File: config.mk
export PLATFORM = sky130hd
export DESIGN_NAME = usb2_ulpi_flat
export DESIGN_NICKNAME = d
export VERILOG_FILES = /design/src/rtl/usb2_ulpi_if.sv /design/src/rtl/usb2_ulpi.sv /design/src/flat_wrapper.sv
export SDC_FILE = /design/constraint.sdc
export NUM_CORES = 1
export LEC_CHECK = 0
export CAP_MARGIN = 0
export CORE_MARGIN = 5
export CORE_UTILIZATION = 34
export DETAILED_ROUTE_END_ITERATION = 8
export GPL_TIMING_DRIVEN = 0
export SLEW_MARGIN = 0
export SYNTH_ARGS = -nofsm -noshare
export SYNTH_HDL_FRONTEND = slang
export SYNTH_SLANG_ARGS = --single-unit
File: constraint.sdc
create_clock -name phy_clk -period 7.44 [get_ports phy_clk]
set_clock_uncertainty 0.2 [all_clocks]
set_input_delay 1.488 -clock phy_clk [delete_from_list [all_inputs] [get_ports phy_clk]]
set_output_delay 1.488 -clock phy_clk [all_outputs]
set_load 0.1 [all_outputs]
File: src/rtl/usb2_ulpi_if.sv
// ULPI 8-bit SDR bus between the link (master) and the external PHY (slave).
interface usb2_ulpi_if;
  logic       ulpi_dir;
  logic       ulpi_nxt;
  logic [7:0] ulpi_data_in;
  logic [7:0] ulpi_data_out;
  logic       ulpi_data_oe;
  logic       ulpi_stp;

  modport master (
    input  ulpi_dir,
    input  ulpi_nxt,
    input  ulpi_data_in,
    output ulpi_data_out,
    output ulpi_data_oe,
    output ulpi_stp
  );

  modport slave (
    output ulpi_dir,
    output ulpi_nxt,
    output ulpi_data_in,
    input  ulpi_data_out,
    input  ulpi_data_oe,
    input  ulpi_stp
  );
endinterface

File: src/rtl/usb2_ulpi.sv
// ULPI link layer: splits RX CMDs from packet bytes, forwards transmit handshake,
// and runs PHY register accesses including the Function Control write after reset.
module usb2_ulpi #(
  parameter logic [7:0]  FUNC_CTRL_INIT = 8'h41,
  parameter logic [15:0] INIT_DELAY     = 16'd60000
) (
  input  logic        phy_clk,
  input  logic        reset,
  usb2_ulpi_if.master ulpi,
  output logic        in_act,
  output logic [7:0]  in_byte,
  output logic        in_latch,
  output logic        out_cts,
  output logic        out_nxt,
  input  logic [7:0]  out_byte,
  input  logic        out_latch,
  input  logic        out_stp,
  input  logic [5:0]  reg_addr,
  input  logic [7:0]  reg_wdata,
  input  logic        reg_write,
  input  logic        reg_read,
  output logic [7:0]  reg_rdata,
  output logic        reg_done,
  output logic        phy_ready,
  output logic [1:0]  line_state,
  output logic [1:0]  vbus_state,
  output logic        rx_err
);

  typedef enum logic [3:0] {
    ST_INIT_WAIT,
    ST_IDLE,
    ST_RX,
    ST_TX,
    ST_REG_W_CMD,
    ST_REG_W_DATA,
    ST_REG_W_STP,
    ST_REG_R_CMD,
    ST_REG_R_TURN,
    ST_REG_R_DATA
  } state_t;

  state_t      state;
  logic [15:0] cnt;
  logic        dir_1;

  logic        pend_valid;
  logic        pend_read;
  logic [5:0]  pend_addr;
  logic [7:0]  pend_wdata;

  // Operation currently on the bus; retry holds it for re-issue after an abort.
  logic        cur_read;
  logic        cur_internal;
  logic [5:0]  cur_addr;
  logic [7:0]  cur_wdata;
  logic        retry;

  logic        dir;
  logic        nxt;
  logic [7:0]  data;
  logic        rx_ok;
  logic        req;
  logic        pend_take;
  logic [7:0]  data_out;
  logic        stp;

  assign dir  = ulpi.ulpi_dir;
  assign nxt  = ulpi.ulpi_nxt;
  assign data = ulpi.ulpi_data_in;

  assign ulpi.ulpi_data_oe  = ~dir;
  assign ulpi.ulpi_data_out = data_out;
  assign ulpi.ulpi_stp      = stp;

  // Register read data shares the bus with RX CMDs, so it must not be decoded as one.
  assign rx_ok     = dir & dir_1 & (state != ST_REG_R_DATA);
  assign req       = reg_write | reg_read;
  assign pend_take = (state == ST_IDLE) & ~dir & ~out_latch & ~retry & pend_valid;

  always_comb begin
    data_out = 8'h00;
    stp      = 1'b0;
    out_nxt  = 1'b0;
    case (state)
      ST_TX: begin
        out_nxt = nxt & ~dir;
        if (out_stp) stp = ~dir;
        else         data_out = out_byte;
      end
      ST_REG_W_CMD:  data_out = {2'b10, cur_addr};
      ST_REG_W_DATA: data_out = cur_wdata;
      ST_REG_W_STP:  stp = 1'b1;
      ST_REG_R_CMD:  data_out = {2'b11, cur_addr};
      default: ;
    endcase
  end

  always_ff @(posedge phy_clk or posedge reset) begin
    if (reset) begin
      state        <= ST_INIT_WAIT;
      cnt          <= 16'd0;
      dir_1        <= 1'b0;
      in_act       <= 1'b0;
      in_byte      <= 8'h00;
      in_latch     <= 1'b0;
      out_cts      <= 1'b0;
      reg_rdata    <= 8'h00;
      reg_done     <= 1'b0;
      phy_ready    <= 1'b0;
      line_state   <= 2'b00;
      vbus_state   <= 2'b00;
      rx_err       <= 1'b0;
      pend_valid   <= 1'b0;
      pend_read    <= 1'b0;
      pend_addr    <= 6'h00;
      pend_wdata   <= 8'h00;
      cur_read     <= 1'b0;
      cur_internal <= 1'b0;
      cur_addr     <= 6'h00;
      cur_wdata    <= 8'h00;
      retry        <= 1'b0;
    end else begin
      dir_1    <= dir;
      in_latch <= 1'b0;
      rx_err   <= 1'b0;
      reg_done <= 1'b0;
      out_cts  <= 1'b0;

      if (rx_ok) begin
        if (nxt) begin
          in_byte  <= data;
          in_latch <= 1'b1;
        end else begin
          line_state <= data[1:0];
          vbus_state <= data[3:2];
          in_act     <= data[4];
          rx_err     <= data[5] & data[4];
        end
      end else if (dir & ~dir_1 & nxt) begin
        in_act <= 1'b1;
      end else if (~dir & dir_1) begin
        in_act <= 1'b0;
      end

      if (req & (~pend_valid | pend_take)) begin
        pend_valid <= 1'b1;
        pend_read  <= ~reg_write;
        pend_addr  <= reg_addr;
        pend_wdata <= reg_wdata;
      end else if (pend_take) begin
        pend_valid <= 1'b0;
      end

      case (state)
        ST_INIT_WAIT: begin
          if (cnt == INIT_DELAY - 16'd1) begin
            cur_read     <= 1'b0;
            cur_internal <= 1'b1;
            cur_addr     <= 6'h04;
            cur_wdata    <= FUNC_CTRL_INIT;
            state        <= ST_REG_W_CMD;
          end else begin
            cnt <= cnt + 16'd1;
          end
        end
        ST_IDLE: begin
          if (dir) begin
            state <= ST_RX;
          end else if (out_latch) begin
            state <= ST_TX;
          end else if (retry) begin
            retry <= 1'b0;
            state <= cur_read ? ST_REG_R_CMD : ST_REG_W_CMD;
          end else if (pend_valid) begin
            cur_read     <= pend_read;
            cur_internal <= 1'b0;
            cur_addr     <= pend_addr;
            cur_wdata    <= pend_wdata;
            state        <= pend_read ? ST_REG_R_CMD : ST_REG_W_CMD;
          end else begin
            out_cts <= ~dir_1;
          end
        end
        ST_RX: begin
          if (~dir & ~dir_1) state <= ST_IDLE;
        end
        ST_TX: begin
          if (dir)          state <= ST_RX;
          else if (out_stp) state <= ST_IDLE;
        end
        ST_REG_W_CMD: begin
          if (dir) begin
            retry <= 1'b1;
            state <= ST_RX;
          end else if (nxt) begin
            state <= ST_REG_W_DATA;
          end
        end
        ST_REG_W_DATA: begin
          if (dir) begin
            retry <= 1'b1;
            state <= ST_RX;
          end else if (nxt) begin
            state <= ST_REG_W_STP;
          end
        end
        ST_REG_W_STP: begin
          reg_done <= ~cur_internal;
          if (cur_internal) phy_ready <= 1'b1;
          state <= ST_IDLE;
        end
        ST_REG_R_CMD: begin
          if (dir) begin
            retry <= 1'b1;
            state <= ST_RX;
          end else if (nxt) begin
            state <= ST_REG_R_TURN;
          end
        end
        ST_REG_R_TURN: begin
          // dir rising with nxt means the PHY took the bus for a received packet.
          if (dir & nxt) begin
            retry <= 1'b1;
            state <= ST_RX;
          end else begin
            state <= ST_REG_R_DATA;
          end
        end
        ST_REG_R_DATA: begin
          reg_rdata <= data;
          reg_done  <= 1'b1;
          state     <= ST_RX;
        end
        default: state <= ST_INIT_WAIT;
      endcase
    end
  end

endmodule

File: src/flat_wrapper.sv
// flat-port wrapper written by rule: the top's interface ports become plain ports
module usb2_ulpi_flat 
#(
  parameter logic [7:0]  FUNC_CTRL_INIT = 8'h41,
  parameter logic [15:0] INIT_DELAY     = 16'd60000
)
  (phy_clk, reset, in_act, in_byte, in_latch, out_cts, out_nxt, out_byte, out_latch, out_stp, reg_addr, reg_wdata, reg_write, reg_read, reg_rdata, reg_done, phy_ready, line_state, vbus_state, rx_err, ulpi_ulpi_dir, ulpi_ulpi_nxt, ulpi_ulpi_data_in, ulpi_ulpi_data_out, ulpi_ulpi_data_oe, ulpi_ulpi_stp);
  usb2_ulpi_if ulpi_i ();
  input  logic phy_clk;
  input  logic reset;
  output logic in_act;
  output logic [7:0] in_byte;
  output logic in_latch;
  output logic out_cts;
  output logic out_nxt;
  input  logic [7:0] out_byte;
  input  logic out_latch;
  input  logic out_stp;
  input  logic [5:0] reg_addr;
  input  logic [7:0] reg_wdata;
  input  logic reg_write;
  input  logic reg_read;
  output logic [7:0] reg_rdata;
  output logic reg_done;
  output logic phy_ready;
  output logic [1:0] line_state;
  output logic [1:0] vbus_state;
  output logic rx_err;
  input wire logic [$bits(ulpi_i.ulpi_dir)-1:0] ulpi_ulpi_dir;
  input wire logic [$bits(ulpi_i.ulpi_nxt)-1:0] ulpi_ulpi_nxt;
  input wire logic [$bits(ulpi_i.ulpi_data_in)-1:0] ulpi_ulpi_data_in;
  output wire logic [$bits(ulpi_i.ulpi_data_out)-1:0] ulpi_ulpi_data_out;
  output wire logic [$bits(ulpi_i.ulpi_data_oe)-1:0] ulpi_ulpi_data_oe;
  output wire logic [$bits(ulpi_i.ulpi_stp)-1:0] ulpi_ulpi_stp;
  assign ulpi_i.ulpi_dir = ulpi_ulpi_dir;
  assign ulpi_i.ulpi_nxt = ulpi_ulpi_nxt;
  assign ulpi_i.ulpi_data_in = ulpi_ulpi_data_in;
  assign ulpi_ulpi_data_out = ulpi_i.ulpi_data_out;
  assign ulpi_ulpi_data_oe = ulpi_i.ulpi_data_oe;
  assign ulpi_ulpi_stp = ulpi_i.ulpi_stp;
  usb2_ulpi #(.FUNC_CTRL_INIT(FUNC_CTRL_INIT), .INIT_DELAY(INIT_DELAY)) u_core (.phy_clk(phy_clk), .reset(reset), .ulpi(ulpi_i), .in_act(in_act), .in_byte(in_byte), .in_latch(in_latch), .out_cts(out_cts), .out_nxt(out_nxt), .out_byte(out_byte), .out_latch(out_latch), .out_stp(out_stp), .reg_addr(reg_addr), .reg_wdata(reg_wdata), .reg_write(reg_write), .reg_read(reg_read), .reg_rdata(reg_rdata), .reg_done(reg_done), .phy_ready(phy_ready), .line_state(line_state), .vbus_state(vbus_state), .rx_err(rx_err));
endmodule
==> results.cfg, run 1 <==
[final_layout]
nets = 436
final_area_um2 = 4770
final_cells = 538
post-route-util_pct = 45.8
drive_above_1_share_pct = 9.70
area_growth_pct = 30.4
diodes = 0

[critical_path]
path_class = input pin to output pin
cp_slowest_cell = clkdlybuf4s50_1
crit_path_frequent_cell = clkdlybuf4s50_1
start_kind = input pin
path_cells = clkdlybuf4s50_1 -> clkbuf_1 -> nor2_1 -> nand3_1 -> a21oi_1 -> clkdlybuf4s50_1
worst_setup_path_end_kind = output pin
crit_required_ns = 5.75
max_stage_delay_ns = 1.15
cp_max_fo = 10
rrSetupSlack_ns = 5.17
crit_arrival_ns = 3.94

[detailed_routing]
first_pass_iters = 4
finalWirelength_um = 8110
wire_per_inst_um = 15.1
vias_per_cell = 4.93
drc_errors = 0
drt_iter0_markers = 112
ant_nets = 0
vias = 2652

[clock_tree]
clk_latency_ns = 0.35
holdBufCountCts = 0
cts_made_buffers = 9
numClockSinks = 80
htree_levels = 3
clkTransAtPathRegs_ns = 0.09
clock-root-buffer = clkbuf_8
cts_setup_buffers = 0
clock_path_buffers = 2
post_cts_resized = 0
cts_tree = built

[yosys]
synth_edf_count = 0
ys_ff_latch = 80
ys_async_sr_fraction_pct = 100
seq_area_frac_synth_pct = 54.8
synthTopCellsByCount = dfrtp_1 (80), mux2_1 (36), nand2_1 (31)
syn-instance-count = 312
ys.flop_type = dfrtp_1
synth_top_cells_by_area = dfrtp_1 (55%), mux2_1 (11%), nand2_1 (3.2%), a22o_1 (2.9%), xnor2_1 (2.6%)
syn_nets = 351
synth_top_area_share_pct = 54.8
synth_top_area_cell = dfrtp_1
syn_area_um2 = 3650
yosysUniqueCellTypes = 56
synth.avg_cell_area_um2 = 11.7
yosysMostFrequentCell = dfrtp_1
ys_warn_count = 0

[placed_design]
io_buffers = 73
placed_area_um2 = 4590
pre_cts_slack_ns = 1.83
globalplace.congestion = 0.860
dpl.hpwl_um = 6050
placed_cells = 522

[floorplanning]
num_rows = 37
start_util_pct = 35.1
die-area_um2 = 12900
die_y_um = 114
fp.dieW_um = 114
coreArea_um2 = 10400
num_io_pins = 75

[sta]
fmax_mhz = 178
fin_tns_setup_ns = 0
fin_ws_ns = 1.82
finalSetupViolCount = 0
min_period_over_period_pct = 75.6
drv_slew = 0
worst_slew_pin_slew_ns = 1.00
fin_hold_ws_ns = 0.267
rsz0062_at_grt = false
fin_crit_ns = 5.62
slew_headroom_pct = 32.9
finalHoldViolCount = 0

[power]
leakage_nw = 2.07
powerDensity_nw_per_um2 = 361
finalPower_mw = 1.72
ir_drop_v = 0.000132

[global_route]
grt_max_degree = 44
grtUsageTotal_pct = 13.2
grt_pass1_vias = 2741
grt_first_pass_wirelength_um = 13600
antenna_found_initial = 0
globalRoute.totalOverflow = 0

[run_status]
status = finished clean

[worst_hold_path]
hp-class = flip-flop to flip-flop

[run]
drv_cap = 0
## state kept, by name, summed over array words and instances (netlist names), 2 cells and up
register,flops
u_core.cnt,16
u_core.cur_addr,6
u_core.cur_wdata,8
u_core.in_byte,8
u_core.line_state,2
u_core.pend_addr,6
u_core.pend_wdata,8
u_core.reg_rdata,8
u_core.state,4
u_core.vbus_state,2
## routing by layer
metal / up-vias / wire length [um] / track usage [%]
li1: 1281 / - / -
met1: 1309 / 3800 / 18.0
met2: 50 / 3840 / 20.3
met3: 12 / 334 / 3.29
met4: 0 / 141 / 4.89
met5: - / 0 / 0
## worst paths after layout
path / to / depth (start not counted) / start
worst max-delay path: ulpi_ulpi_stp / 6 / ulpi_ulpi_dir
worst min-delay path: u_core.cnt[3]$_DFFE_PP0P_ / 1 / u_core.cnt[3]$_DFFE_PP0P_
worst max register to register: u_core.pend_addr[1]$_DFFE_PP0P_ / 7 / u_core.state[1]$_DFFE_PP0P_
worst min register to register: u_core.cnt[3]$_DFFE_PP0P_ / 1 / u_core.cnt[3]$_DFFE_PP0P_
max in group asynchronous: u_core.cnt[9]$_DFFE_PP0P_ / 3 / reset
min in group asynchronous: u_core.pend_wdata[7]$_DFFE_PP0P_ / 2 / reset
## placed cells by master, fill, tap and decap left out, drive strengths merged, types with 4 or more instances in the layout
cell type,Yosys,final
inv,13,14
o21ai,10,10
dfrtp,80,80
nand4,6,6
clkbuf,5,15
nand3,9,9
and3,4,4
mux2,37,37
nand2b,5,5
xnor2,11,11
nor2,18,18
a21oi,6,6
xor2,4,4
a22oi,8,8
and2,4,4
clkinvlp,0,4
nand2,31,31
buf,9,10
a22o,12,12
clkdlybuf4s50,0,73
## where the power goes
group / internal (mW) / switching (mW) / leakage (nW)
logic: 0.245 / 0.552 / 0.984
clock network: 0.131 / 0.165 / 0.0809
registers: 0.553 / 0.0766 / 1.01
## area by class of cell
type / instances / area (um^2)
multi-input cells: 205 / 1520
inverters: 13 / 51.3
plain buffers: 14 / 88.8
clock inverters: 6 / 43.8
clock buffers: 10 / 138
repair buffers: 74 / 758
fillers: 1005 / 5650
well taps: 136 / 170
flip-flops and latches: 80 / 2000
## kinds of logic after synthesis
kind of cell / synth area share, %
adders and majority gates: 0.342
xor gates and xnor gates: 3.59
AOI/OAI and AO/OA: 11.3
muxes: 11.7
buffers and inverters: 3.77
DFF: 54.8
and+or+nand+nor: 14.6
## critical path, delay by kind of cell
kind / cells / cell delay, ns
buffers and inverters: 3 / 1.86
AOI/OAI and AO/OA: 1 / 0.18
and+or+nand+nor: 2 / 0.40
Note: power is estimated with default switching activity, not from simulation.
==> run 2, diff against run 1 <==
==> constraint.sdc (replaced) <==
create_clock -name phy_clk -period 4.9 [get_ports phy_clk]
set_clock_uncertainty 0.2 [all_clocks]
set_input_delay 0.98 -clock phy_clk [delete_from_list [all_inputs] [get_ports phy_clk]]
set_output_delay 0.98 -clock phy_clk [all_outputs]
set_load 0.1 [all_outputs]
==> results of run 2 <==
The final DEF is identical to that of run 1. Status: finished clean.
Among the figures that moved: setup slack after placement 1.83 ns -> 0.305 ns; setup slack after layout 1.82 ns -> 0.292 ns; register-to-register setup slack 5.17 ns -> 2.63 ns; total power 1.72 mW -> 2.61 mW; worst IR drop on VDD 0.000132 V -> 0.000200 V
==> run 3, diff against run 2 <==
--- a/config.mk
+++ b/config.mk
@@ -8,8 +8,10 @@
 export CAP_MARGIN = 0
 export CORE_MARGIN = 5
 export CORE_UTILIZATION = 34
+export CTS_BUF_LIST = sky130_fd_sc_hd__clkbuf_8
 export DETAILED_ROUTE_END_ITERATION = 8
 export GPL_TIMING_DRIVEN = 0
+export SETUP_SLACK_MARGIN = 0.5
 export SLEW_MARGIN = 0
 export SYNTH_ARGS = -nofsm -noshare
 export SYNTH_HDL_FRONTEND = slang
==> run 3 against run 2 <==
Compared with the run above: maximum frequency is 7.1% higher; die area unchanged; critical endpoint is now ulpi_ulpi_data_oe; highest routed layer unchanged; critical path depth fell by 2; via count is 0.11% higher; design area is 0.34% lower; sequential share of layout area is 0.14 points higher; worst setup slack gained 0.31 ns.
==> results.cfg, run 3 (synthesis gave the netlist of run 1 again) <==
[run_status]
status = finished clean

[global_route]
grt_max_degree = 44
grtUsageTotal_pct = 13.2
grt_first_pass_wirelength_um = 13600
grt_pass1_vias = 2741
globalRoute.totalOverflow = 0
antenna_found_initial = 0

[final_layout]
final_area_um2 = 4750
largest_reg_flops = 16
top_register = u_core.cnt
final_common_cell = dfrtp_1
nets = 436
diodes = 0
most-common-layout-cells = dfrtp_1 (80), clkdlybuf4s50_1 (63), mux2_1 (36), nand2_1 (31), nor2_1 (18)
area_growth_pct = 30.0
drive_above_1_share_pct = 9.95

[power]
leakage_nw = 2.11
powerDensity_nw_per_um2 = 547
ir_drop_v = 0.000200

[sta]
worst_slew_pin_slew_ns = 1.00
fmax_mhz = 232
finalSetupViolCount = 0
fin_hold_ws_ns = 0.267
rsz0062_at_grt = false
min_period_over_period_pct = 87.8
fin_ws_ns = 0.599
fin_crit_ns = 4.30
slew_headroom_pct = 32.9
drv_slew = 0
finalHoldViolCount = 0
fin_tns_setup_ns = 0

[floorplanning]
num_io_pins = 75
fp.dieW_um = 114
coreArea_um2 = 10400
start_util_pct = 35.1
num_rows = 37
die_y_um = 114
die-area_um2 = 12900

[placed_design]
io_buffers = 73
dpl.hpwl_um = 6050
placed_area_um2 = 4590
globalplace.congestion = 0.860
pre_cts_slack_ns = 0.305

[detailed_routing]
first_pass_iters = 4
wire_per_inst_um = 15.0
vias_per_cell = 4.93
finalWirelength_um = 8090
vias = 2655
ant_nets = 0
drt_iter0_markers = 112
drc_errors = 0

[worst_hold_path]
hp-class = flip-flop to flip-flop

[clock_tree]
htree_levels = 3
holdBufCountCts = 0
numClockSinks = 80
clkTransAtPathRegs_ns = 0.09
cts_made_buffers = 9
clk_latency_ns = 0.35
cts_tree = built
clock_path_buffers = 2
clock-root-buffer = clkbuf_8

[critical_path]
crit_required_ns = 3.72
start_kind = input pin
worst_setup_path_end_kind = output pin
path_class = input pin to output pin
cp_max_fo = 10
crit_arrival_ns = 3.12

[run]
drv_cap = 0
==> run 3: cell types whose count changed in the layout (fill, tap and decap cells not counted), sizes merged <==
cell | previous run | this run
clkbuf | 15 | 16
clkdlybuf4s50 | 73 | 63
dlygate4sd2 | 0 | 9
==> run 3: critical path: stages <==
cell and delay, ns:
clkdlybuf4s50_1 0.53, clkbuf_1 0.38, inv_1 0.20, clkdlybuf4s50_1 1.02
==> run 3: final cells by class <==
cell class	instances	area, um^2
clock buffer	10	138
buffer	14	88.8
multi-input combinational	205	1520
sequential	80	2000
tap	136	170
fill	1013	5670
inverter	13	51.3
timing repair buffer	74	742
clock inverter	6	43.8
==> run 3: metrics by stage <==
step | cells | power, mW | utilization [%]
6_report | 538 | 2.60 | 45.6
5_1_grt | 538 | 2.74 | 45.6
4_1_cts | 538 | 2.62 | 45.6
3_5_place_dp | 522 | 2.18 | 44.0
3_3_place_gp | 521 | 2.16 | 43.7
2_1_floorplan | 312 | 1.87 | -
==> run 3: what timing repair did <==
action                     in CTS  in global routing
setup endpoints to repair      10                  1
gates resized for setup        10                  2
pin swaps                       0                  0
buffers inserted                0                  0
==> run 3: where the power goes <==
group / switching [mW] / leakage (nW) / internal (mW)
clock network: 0.250 / 0.0809 / 0.198
registers: 0.116 / 1.01 / 0.839
logic: 0.836 / 1.02 / 0.357
==> run 3: final timing paths <==
| path | start | to | slack [ns] | depth (start not counted) |
|---|---|---|---|---|
| max in group asynchronous | reset | u_core.cnt[9]$_DFFE_PP0P_ | 3.11 | 3 |
| worst min register to register | u_core.cnt[3]$_DFFE_PP0P_ | u_core.cnt[3]$_DFFE_PP0P_ | 0.27 | 1 |
| worst max-delay path | ulpi_ulpi_dir | ulpi_ulpi_data_oe | 0.60 | 4 |
| worst min-delay path | u_core.cnt[3]$_DFFE_PP0P_ | u_core.cnt[3]$_DFFE_PP0P_ | 0.27 | 1 |
| min in group asynchronous | reset | u_core.pend_wdata[7]$_DFFE_PP0P_ | 0.81 | 2 |
| worst max register to register | u_core.state[1]$_DFFE_PP0P_ | u_core.pend_addr[1]$_DFFE_PP0P_ | 2.62 | 7 |
==> run 3: routing by layer <==
| layer | share of wire, % | track usage, % | vias to the layer above |
|---|---|---|---|
| met4 | 1.5 | 4.89 | 0 |
| met5 | 0 | 0 | - |
| met3 | 5.2 | 3.29 | 10 |
| met2 | 47 | 20.3 | 69 |
| met1 | 46 | 18.0 | 1296 |
| li1 | - | - | 1280 |
